[src/rtl/i2s_tx.sv]
// i2s_tx: Philips-format I2S master transmitter.
// Accepts stereo sample pairs over a valid/ready handshake into a one-deep
// holding register and serialises them as BCLK/WS/DATA, MSB first.
// Data, WS and the frame pulses all change in the clk_sys cycle in which BCLK
// falls, so a receiver sampling on the BCLK rising edge sees stable values.
// Handshake: a pair is taken on any clk_sys edge where sample_valid and
// sample_ready are both high; sample_ready is high exactly while the holding
// register is empty, and inputs are ignored while it is low.
module i2s_tx #(
   parameter int CLK_DIV   = 8,
   parameter int SAMPLE_W  = 16,
   parameter int SLOT_BITS = 16
) (
   input  logic                clk_sys,
   input  logic                RESET,
   input  logic                en,
   input  logic [SAMPLE_W-1:0] sample_l,
   input  logic [SAMPLE_W-1:0] sample_r,
   input  logic                sample_valid,
   output logic                sample_ready,
   output logic                i2s_bclk,
   output logic                i2s_ws,
   output logic                i2s_data,
   output logic                frame_start,
   output logic                underrun
);

   localparam int FW = 2 * SLOT_BITS;
   localparam int DW = (CLK_DIV > 1) ? $clog2(CLK_DIV) : 1;
   localparam int PW = $clog2(FW);

   localparam logic [DW-1:0] DIV_LAST = DW'(CLK_DIV - 1);
   localparam logic [PW-1:0] P_LAST   = PW'(FW - 1);
   localparam logic [PW-1:0] WS_LO    = PW'(SLOT_BITS - 1);
   localparam logic [PW-1:0] WS_HI    = PW'(FW - 2);

   logic [DW-1:0]       div;
   logic [PW-1:0]       pos;
   logic [FW-1:0]       frame_sr;
   logic [SAMPLE_W-1:0] hold_l;
   logic [SAMPLE_W-1:0] hold_r;
   logic                hold_full;

   logic                tick;
   logic                fall;
   logic                load;
   logic                accept;
   logic                hold_full_next;
   logic [PW-1:0]       pos_next;
   logic [FW-1:0]       frame_new;

   // Edge timing, next bit position and the next frame image built from the holding register
   always_comb begin
      tick      = en && (div == DIV_LAST);
      fall      = tick && i2s_bclk;
      pos_next  = (pos == P_LAST) ? '0 : pos + 1'b1;
      load      = fall && (pos == P_LAST);
      accept    = sample_valid && sample_ready;
      // The load looks at hold_full before this cycle's accept; accept is
      // only possible while the register is empty, so the two never collide.
      hold_full_next = hold_full;
      if (load) begin
         hold_full_next = 1'b0;
      end
      if (accept) begin
         hold_full_next = 1'b1;
      end
      frame_new = '0;
      frame_new[FW-1 -: SAMPLE_W]        = hold_l;
      frame_new[SLOT_BITS-1 -: SAMPLE_W] = hold_r;
   end

   // Bit-clock divider; disabling returns it to the idle phase immediately
   always_ff @(posedge clk_sys) begin
      if (RESET || !en) begin
         div      <= '0;
         i2s_bclk <= 1'b0;
      end else begin
         div <= tick ? '0 : div + 1'b1;
         if (tick) begin
            i2s_bclk <= ~i2s_bclk;
         end
      end
   end

   // Serialiser: on each BCLK fall advance the position, shift data and drive WS
   always_ff @(posedge clk_sys) begin
      if (RESET) begin
         pos         <= P_LAST;
         frame_sr    <= '0;
         i2s_data    <= 1'b0;
         i2s_ws      <= 1'b0;
         frame_start <= 1'b0;
         underrun    <= 1'b0;
      end else begin
         frame_start <= 1'b0;
         underrun    <= 1'b0;
         if (!en) begin
            pos      <= P_LAST;
            i2s_data <= 1'b0;
            i2s_ws   <= 1'b0;
         end else if (fall) begin
            pos    <= pos_next;
            i2s_ws <= (pos_next >= WS_LO) && (pos_next <= WS_HI);
            if (load) begin
               frame_start <= 1'b1;
               if (hold_full) begin
                  i2s_data <= frame_new[FW-1];
                  frame_sr <= {frame_new[FW-2:0], 1'b0};
               end else begin
                  // Underrun sends silence rather than repeating the last pair
                  underrun <= 1'b1;
                  i2s_data <= 1'b0;
                  frame_sr <= '0;
               end
            end else begin
               i2s_data <= frame_sr[FW-1];
               frame_sr <= {frame_sr[FW-2:0], 1'b0};
            end
         end
      end
   end

   // Holding register and registered ready; survives en=0 so the handshake keeps working
   always_ff @(posedge clk_sys) begin
      if (RESET) begin
         hold_l       <= '0;
         hold_r       <= '0;
         hold_full    <= 1'b0;
         sample_ready <= 1'b1;
      end else begin
         if (accept) begin
            hold_l <= sample_l;
            hold_r <= sample_r;
         end
         hold_full    <= hold_full_next;
         sample_ready <= ~hold_full_next;
      end
   end

endmodule
[config.mk]
export PLATFORM = sky130hd
export DESIGN_NAME = i2s_tx
export DESIGN_NICKNAME = d
export VERILOG_FILES = /design/src/rtl/i2s_tx.sv
export SDC_FILE = /design/constraint.sdc
export NUM_CORES = 1
export LEC_CHECK = 0
export ABC_AREA = 1
export CORE_MARGIN = 2
export CORE_UTILIZATION = 55
export CTS_BUF_LIST = sky130_fd_sc_hd__clkbuf_4 sky130_fd_sc_hd__clkbuf_8
export DETAILED_ROUTE_END_ITERATION = 16
export PLACE_DENSITY_LB_ADDON = 0.08
export SLEW_MARGIN = 30
export SYNTH_ARGS = -nofsm -noshare
export SYNTH_HDL_FRONTEND = slang
export SYNTH_SLANG_ARGS = --single-unit
[constraint.sdc]
create_clock -name clk_sys -period 2.65 [get_ports clk_sys]
set_clock_uncertainty 0.2 [all_clocks]
set_input_delay 0.53 -clock clk_sys [delete_from_list [all_inputs] [get_ports clk_sys]]
set_output_delay 0.53 -clock clk_sys [all_outputs]
set_load 0.005 [all_outputs]
==> impl_metrics.json, run 1 <==
{
  "fillCellCount": 476,
  "syn_area_per_cell_um2": 7.66,
  "vias": 2645,
  "cts_root_buffer": "clkbuf_8",
  "yosysTopAreaCell": "dfxtp_1",
  "cts.sinks": 78,
  "drc": 0,
  "switchingPower_w": 0.000547,
  "yosysWarnings": 0,
  "syn_nets": 442,
  "switching_share_pct": 23.9,
  "dp_hpwl_um": 4130,
  "grt_start_max_net_pins": 34,
  "netlist_area_mm2": 0.00306,
  "viasPerCell": 5.14,
  "finalCritPeriodShare_pct": 78.5,
  "cts_max_level": 3,
  "max-cap-violations": 0,
  "reg2reg_from": "pos[0]",
  "wire_per_inst_um": 11.9,
  "initial_utilization_pct": 56.3,
  "max_slew_margin_pct": 76.8,
  "ys_ff_latch": 78,
  "cp_max_fo": 17,
  "antenna_found_initial": 0,
  "synth_commonest_cells": "nor2_1, dfxtp_1, a21oi_1",
  "syn_inst": 400,
  "async_flop_share_pct": 0,
  "yosysMostFrequentCell": "nor2_1",
  "postCtsSetupRepairBufs": 0,
  "worstHoldStart": "div[0]",
  "hp-class": "reg -> reg",
  "setup_viol": 0,
  "placement.io_buffers": 41,
  "drive_above_1_share_pct": 8.13,
  "maxSlewViolCount": 0,
  "crit_path_start": "pos[0]",
  "seqPwrFrac_pct": 54.2,
  "gp_congestion": 0.818,
  "numCtsBuffers": 9,
  "crit_arrival_ns": 2.15,
  "design_area_mm2": 0.00373,
  "overflow": 0,
  "status": "completed",
  "finalWirelength_um": 6140,
  "power_w": 0.00229,
  "die_x_um": 78.6,
  "row_count": 27,
  "crit_path_start_kind": "flop",
  "dieArea_mm2": 0.00618,
  "syn_to_final_growth_pct": 21.6,
  "crit_type": "reg -> reg",
  "endpoint_kind": "flop",
  "fmax_mhz": 481,
  "worst_pin_slew_ns": 0.347,
  "pwr-share-clk_pct": 37.2,
  "dpl_cell_area_mm2": 0.00354,
  "grt_setup_unrepaired": "false",
  "drtIter0Drc": 138,
  "ys.flop_type": "dfxtp_1",
  "critPathRequiredTime_ns": 2.72,
  "power_density_mw_per_mm2": 614,
  "antenna_cells": 0,
  "combPwrFrac_pct": 8.6,
  "path_clk_slew_ns": 0.08,
  "core_area_mm2": 0.00544,
  "antenna_left": 0,
  "p_int_w": 0.00174,
  "synth_cell_types": 25,
  "setup-tns-final_ns": 0,
  "die_y_um": 78.6,
  "grt_usage_pct": 22.2,
  "cts_tree": "built",
  "clk-insertion-delay-late_ns": 0.35,
  "synth_edf_count": 0,
  "period_minus_slack_ns": 2.08,
  "hold_buffers": 0,
  "grt_pass1_wl_um": 10800,
  "synth_top_area_share_pct": 51.0,
  "vdd_ir_drop_max_uv": 317,
  "post_cts_resized": 0,
  "nets": 481,
  "p_leak_nw": 1.54,
  "finalHoldViolations": 0,
  "grt_pass1_vias": 2420,
  "synth.area.top_cells": "dfxtp_1, a21oi_1, nor2_1, o21ai_1, nand2_1",
  "drt_pre_antenna_iters": 4,
  "ios": 42,
  "cts_buffer_depth": 2,
  "seq_area_frac_synth_pct": 51.0
}
## area by class of cell
| type | instances | area, µm² | area share, % |
|---|---|---|---|
| Tap cell | 72 | 90.1 | 2.42 |
| Clock buffer | 9 | 124 | 3.32 |
| Timing Repair Buffer | 52 | 505 | 13.6 |
| Inverter | 17 | 65.1 | 1.75 |
| Sequential cell | 78 | 1560 | 41.9 |
| Clock inverter | 6 | 63.8 | 1.71 |
| Multi-Input combinational cell | 281 | 1320 | 35.3 |
## critical path, cell delays in order, from the launching register on
cell	delay, ns
dfxtp_1	0.41
ha_1	0.20
nand2_1	0.09
nor2_1	0.09
ha_1	0.26
nand2_1	0.10
inv_2	0.24
buf_12	0.19
nand2_1	0.06
a21oi_1	0.16
## layout by cell type (no fill, tap or decap), drive strengths merged
cell type and count:
ha 6, inv 16, a21oi 65, or2 1, nand2 53, a22o 1, nor3 1, o21ai 63
o21a 2, a22oi 1, bufinv 1, nand3 3, nor4 1, clkbuf 9, buf 11, nor2 84
dfxtp 78, clkinv 4, clkdlybuf4s50 41, clkinvlp 2
## worst paths after layout
kind,to,depth (start not counted),slack [ns]
hold / removal,div[0],1,0.23
setup / recovery,frame_sr[12],9,0.57
setup reg to reg,frame_sr[12],9,0.57
hold reg to reg,div[0],1,0.23
## metrics by stage
step                      util [%]  cells  worst slack, ns  hold slack (ns)
final                         68.5    515            0.570            0.230
after global routing          68.5    515            0.394            0.258
after CTS                     68.5    515            0.556            0.238
after detailed placement      65.1    500            0.479            0.228
after global placement        65.1    500            0.495            0.209
after floorplan                  -    400            0.914            0.199
## power by group through the flow
stage	clock network, W	logic, W	registers (W)
global route	0.000921	0.000225	0.00125
floorplan	0	0.000112	0.00126
finish	0.000851	0.000196	0.00124
CTS	0.000869	0.000199	0.00124
detailed placement	0	0.000199	0.00127
global placement	0	0.000195	0.00127
## per-layer routing
metal / global-route usage [%] / part of all wire (%) / vias to the layer above / wire (µm)
li1: - / - / 1393 / -
met1: 27.8 / 47 / 1196 / 2900
met2: 36.8 / 48 / 48 / 2930
met3: 4.25 / 3.2 / 8 / 197
met4: 10.9 / 1.9 / 0 / 116
met5: 0 / 0 / - / 0
## sequential cells by signal, indices dropped and copies added (netlist names)
register,cells
hold_l,16
i2s_data,1
frame_sr,31
sample_ready,1
hold_full,1
i2s_ws,1
hold_r,16
pos,5
div,3
i2s_bclk,1
frame_start,1
underrun,1
## cells by family (layout without fill, tap and decap cells)
family | count (synthesis) | after routing | synth area share, %
AO/OA/AOI/OAI | 132 | 132 | 21.9
flip-flops | 78 | 78 | 51.0
buffers and inverters | 41 | 84 | 6.08
adder cells (fa/ha/maj) | 6 | 6 | 2.45
AND/OR/NAND/NOR | 143 | 143 | 18.6
(Power assumes the default switching activity.)
==> run 2: changes to the inputs <==
==> constraint.sdc (replaced) <==
create_clock -name clk_sys -period 2.1 [get_ports clk_sys]
set_clock_uncertainty 0.2 [all_clocks]
set_input_delay 0.42 -clock clk_sys [delete_from_list [all_inputs] [get_ports clk_sys]]
set_output_delay 0.42 -clock clk_sys [all_outputs]
set_load 0.005 [all_outputs]
==> run 2 against run 1 <==
  * Sequential cell count unchanged
  * Combinational power rose by 30%
  * Clock power rose by 26%
  * Critical path type unchanged
  * Cell count unchanged
  * Critical path depth is the same
  * Utilization grew 0.32 points
  * Worst hold slack got worse by 0.0011 ns
  * Largest cell class unchanged
==> impl_metrics.json, run 2 (synthesis results as in run 1) <==
{
  "gp_congestion": 0.801,
  "cts_max_level": 3,
  "period_minus_slack_ns": 1.95,
  "dieArea_mm2": 0.00618,
  "top_register": "frame_sr",
  "endpoint_kind": "flop",
  "finalWirelength_um": 6290,
  "worst_pin_slew_ns": 0.339,
  "cts_tree": "built",
  "core_area_mm2": 0.00544,
  "nets": 482,
  "dp_hpwl_um": 4190,
  "largest_reg_flops": 31,
  "final_common_cell": "nor2_1",
  "grt_pass1_wl_um": 11000,
  "crit_family": "adder cells",
  "cts_root_buffer": "clkbuf_8",
  "most-common-layout-cells": "nor2_1, dfxtp_1, a21oi_1",
  "syn_to_final_growth_pct": 22.2,
  "hp-class": "reg -> reg",
  "grt_start_max_net_pins": 64,
  "pwr-share-clk_pct": 36.9,
  "die_x_um": 78.6,
  "rrSetupSlack_ns": 0.15,
  "die_y_um": 78.6,
  "fin_worst_hold_slack_ns": 0.229,
  "vias": 2677,
  "setup-tns-final_ns": 0,
  "post_cts_resized": 0,
  "cts_buffer_depth": 2,
  "maxSlewViolCount": 0,
  "combPwrFrac_pct": 8.8,
  "grt_pass1_vias": 2484,
  "finalHoldViolations": 0,
  "crit_path_start_kind": "flop",
  "ios": 42,
  "hold_buffers": 0,
  "crit_type": "reg -> reg",
  "antenna_cells": 0,
  "clk-insertion-delay-late_ns": 0.34,
  "status": "completed",
  "antenna_left": 0,
  "seqPwrFrac_pct": 54.3,
  "p_int_w": 0.00224,
  "overflow": 0,
  "cts.sinks": 78,
  "antenna_found_initial": 0,
  "drive_above_1_share_pct": 8.58,
  "crit_arrival_ns": 2.02,
  "initial_utilization_pct": 56.3,
  "row_count": 27,
  "p_leak_nw": 1.55,
  "setup_viol": 0,
  "cp_max_fo": 25,
  "path_cells": "ha_1 -> nand2_1 -> nor2_1 -> ha_2 -> nand2_1 -> inv_2 -> buf_12 -> nand2_1 -> a21oi_1",
  "critical_path.slowest_cell": "dfxtp_1",
  "drt_pre_antenna_iters": 4,
  "critPathRequiredTime_ns": 2.17,
  "drc": 0,
  "postCtsSetupRepairBufs": 0,
  "vdd_ir_drop_max_uv": 415,
  "drtIter0Drc": 121,
  "max-cap-violations": 0,
  "placement.io_buffers": 41,
  "crit_top_cell": "nand2_1",
  "finalCritPeriodShare_pct": 92.8,
  "power_density_mw_per_mm2": 771,
  "grt_usage_pct": 22.5,
  "fmax_mhz": 513,
  "largest_registers": "frame_sr x31, hold_l x16, hold_r x16",
  "slowest_delay_ns": 0.40,
  "max_slew_margin_pct": 77.3,
  "viasPerCell": 5.20,
  "grt_setup_unrepaired": "false",
  "worst-path-buf-inv": 2,
  "numCtsBuffers": 9,
  "switchingPower_w": 0.000651,
  "wire_per_inst_um": 12.2,
  "switching_share_pct": 22.5,
  "path_clk_slew_ns": 0.07
}
==> run 2: cell types whose count changed in the layout (fill, tap and decap cells not counted), sizes merged <==
cell      previous run  this run
buf                 11        12
clkinv               4         2
clkbuf               9        12
clkinvlp             2         0
==> run 2: per-layer routing <==
metal	vias to the layer above	track usage, %	routed length (µm)	part of all wire [%]
met5	-	0	0	0
met1	1223	28.5	2960	47
met3	7	5.17	268	4.3
met4	0	8.42	87	1.4
met2	54	37.2	2980	47
li1	1393	-	-	-
==> run 2: area by class of cell <==
| cell class | instances | area, µm² |
|---|---|---|
| fillers | 465 | 1700 |
| flip-flops and latches | 78 | 1560 |
| repair buffers | 53 | 526 |
| inverters | 17 | 65.1 |
| clock buffers | 12 | 146 |
| well taps | 72 | 90.1 |
| multi-input cells | 281 | 1320 |
| clock inverters | 2 | 35.0 |
==> run 2: worst paths after layout <==
| check | cells past startpoint | startpoint | end |
|---|---|---|---|
| setup / recovery | 9 | pos[1] | frame_sr[23] |
| hold / removal | 1 | div[0] | div[0] |
| setup reg to reg | 9 | pos[1] | frame_sr[23] |
| hold reg to reg | 1 | div[0] | div[0] |
==> run 2: through the flow <==
step / util (%) / setup slack (ns) / std cells / cell area (µm²) / power [W]
after global placement: 65.4 / 0.208 / 501 / 3560 / 0.00185
final: 68.8 / 0.152 / 515 / 3740 / 0.00289
after CTS: 68.8 / 0.110 / 515 / 3740 / 0.00292
after floorplan: - / 0.364 / 400 / 3060 / 0.00173
after global routing: 68.8 / 0.0106 / 515 / 3740 / 0.00301
after detailed placement: 65.4 / 0.134 / 501 / 3560 / 0.00186
==> run 2: worst register-to-register path, delay by kind of cell (launching register included) <==
family / cells / cell delay (ns)
AND/OR/NAND/NOR: 4 / 0.39
buffers and inverters: 2 / 0.32
adder cells (fa/ha/maj): 2 / 0.44
AO/OA/AOI/OAI: 1 / 0.12
flip-flops: 1 / 0.40
==> run 2: power by group through the flow <==
| stage | clock network, W | logic [W] | registers, W |
|---|---|---|---|
| after global routing | 0.00115 | 0.000289 | 0.00157 |
| after detailed placement | 0 | 0.000255 | 0.00160 |
| after floorplan | 0 | 0.000141 | 0.00159 |
| final | 0.00107 | 0.000254 | 0.00157 |
| after CTS | 0.00109 | 0.000257 | 0.00157 |
| after global placement | 0 | 0.000249 | 0.00160 |
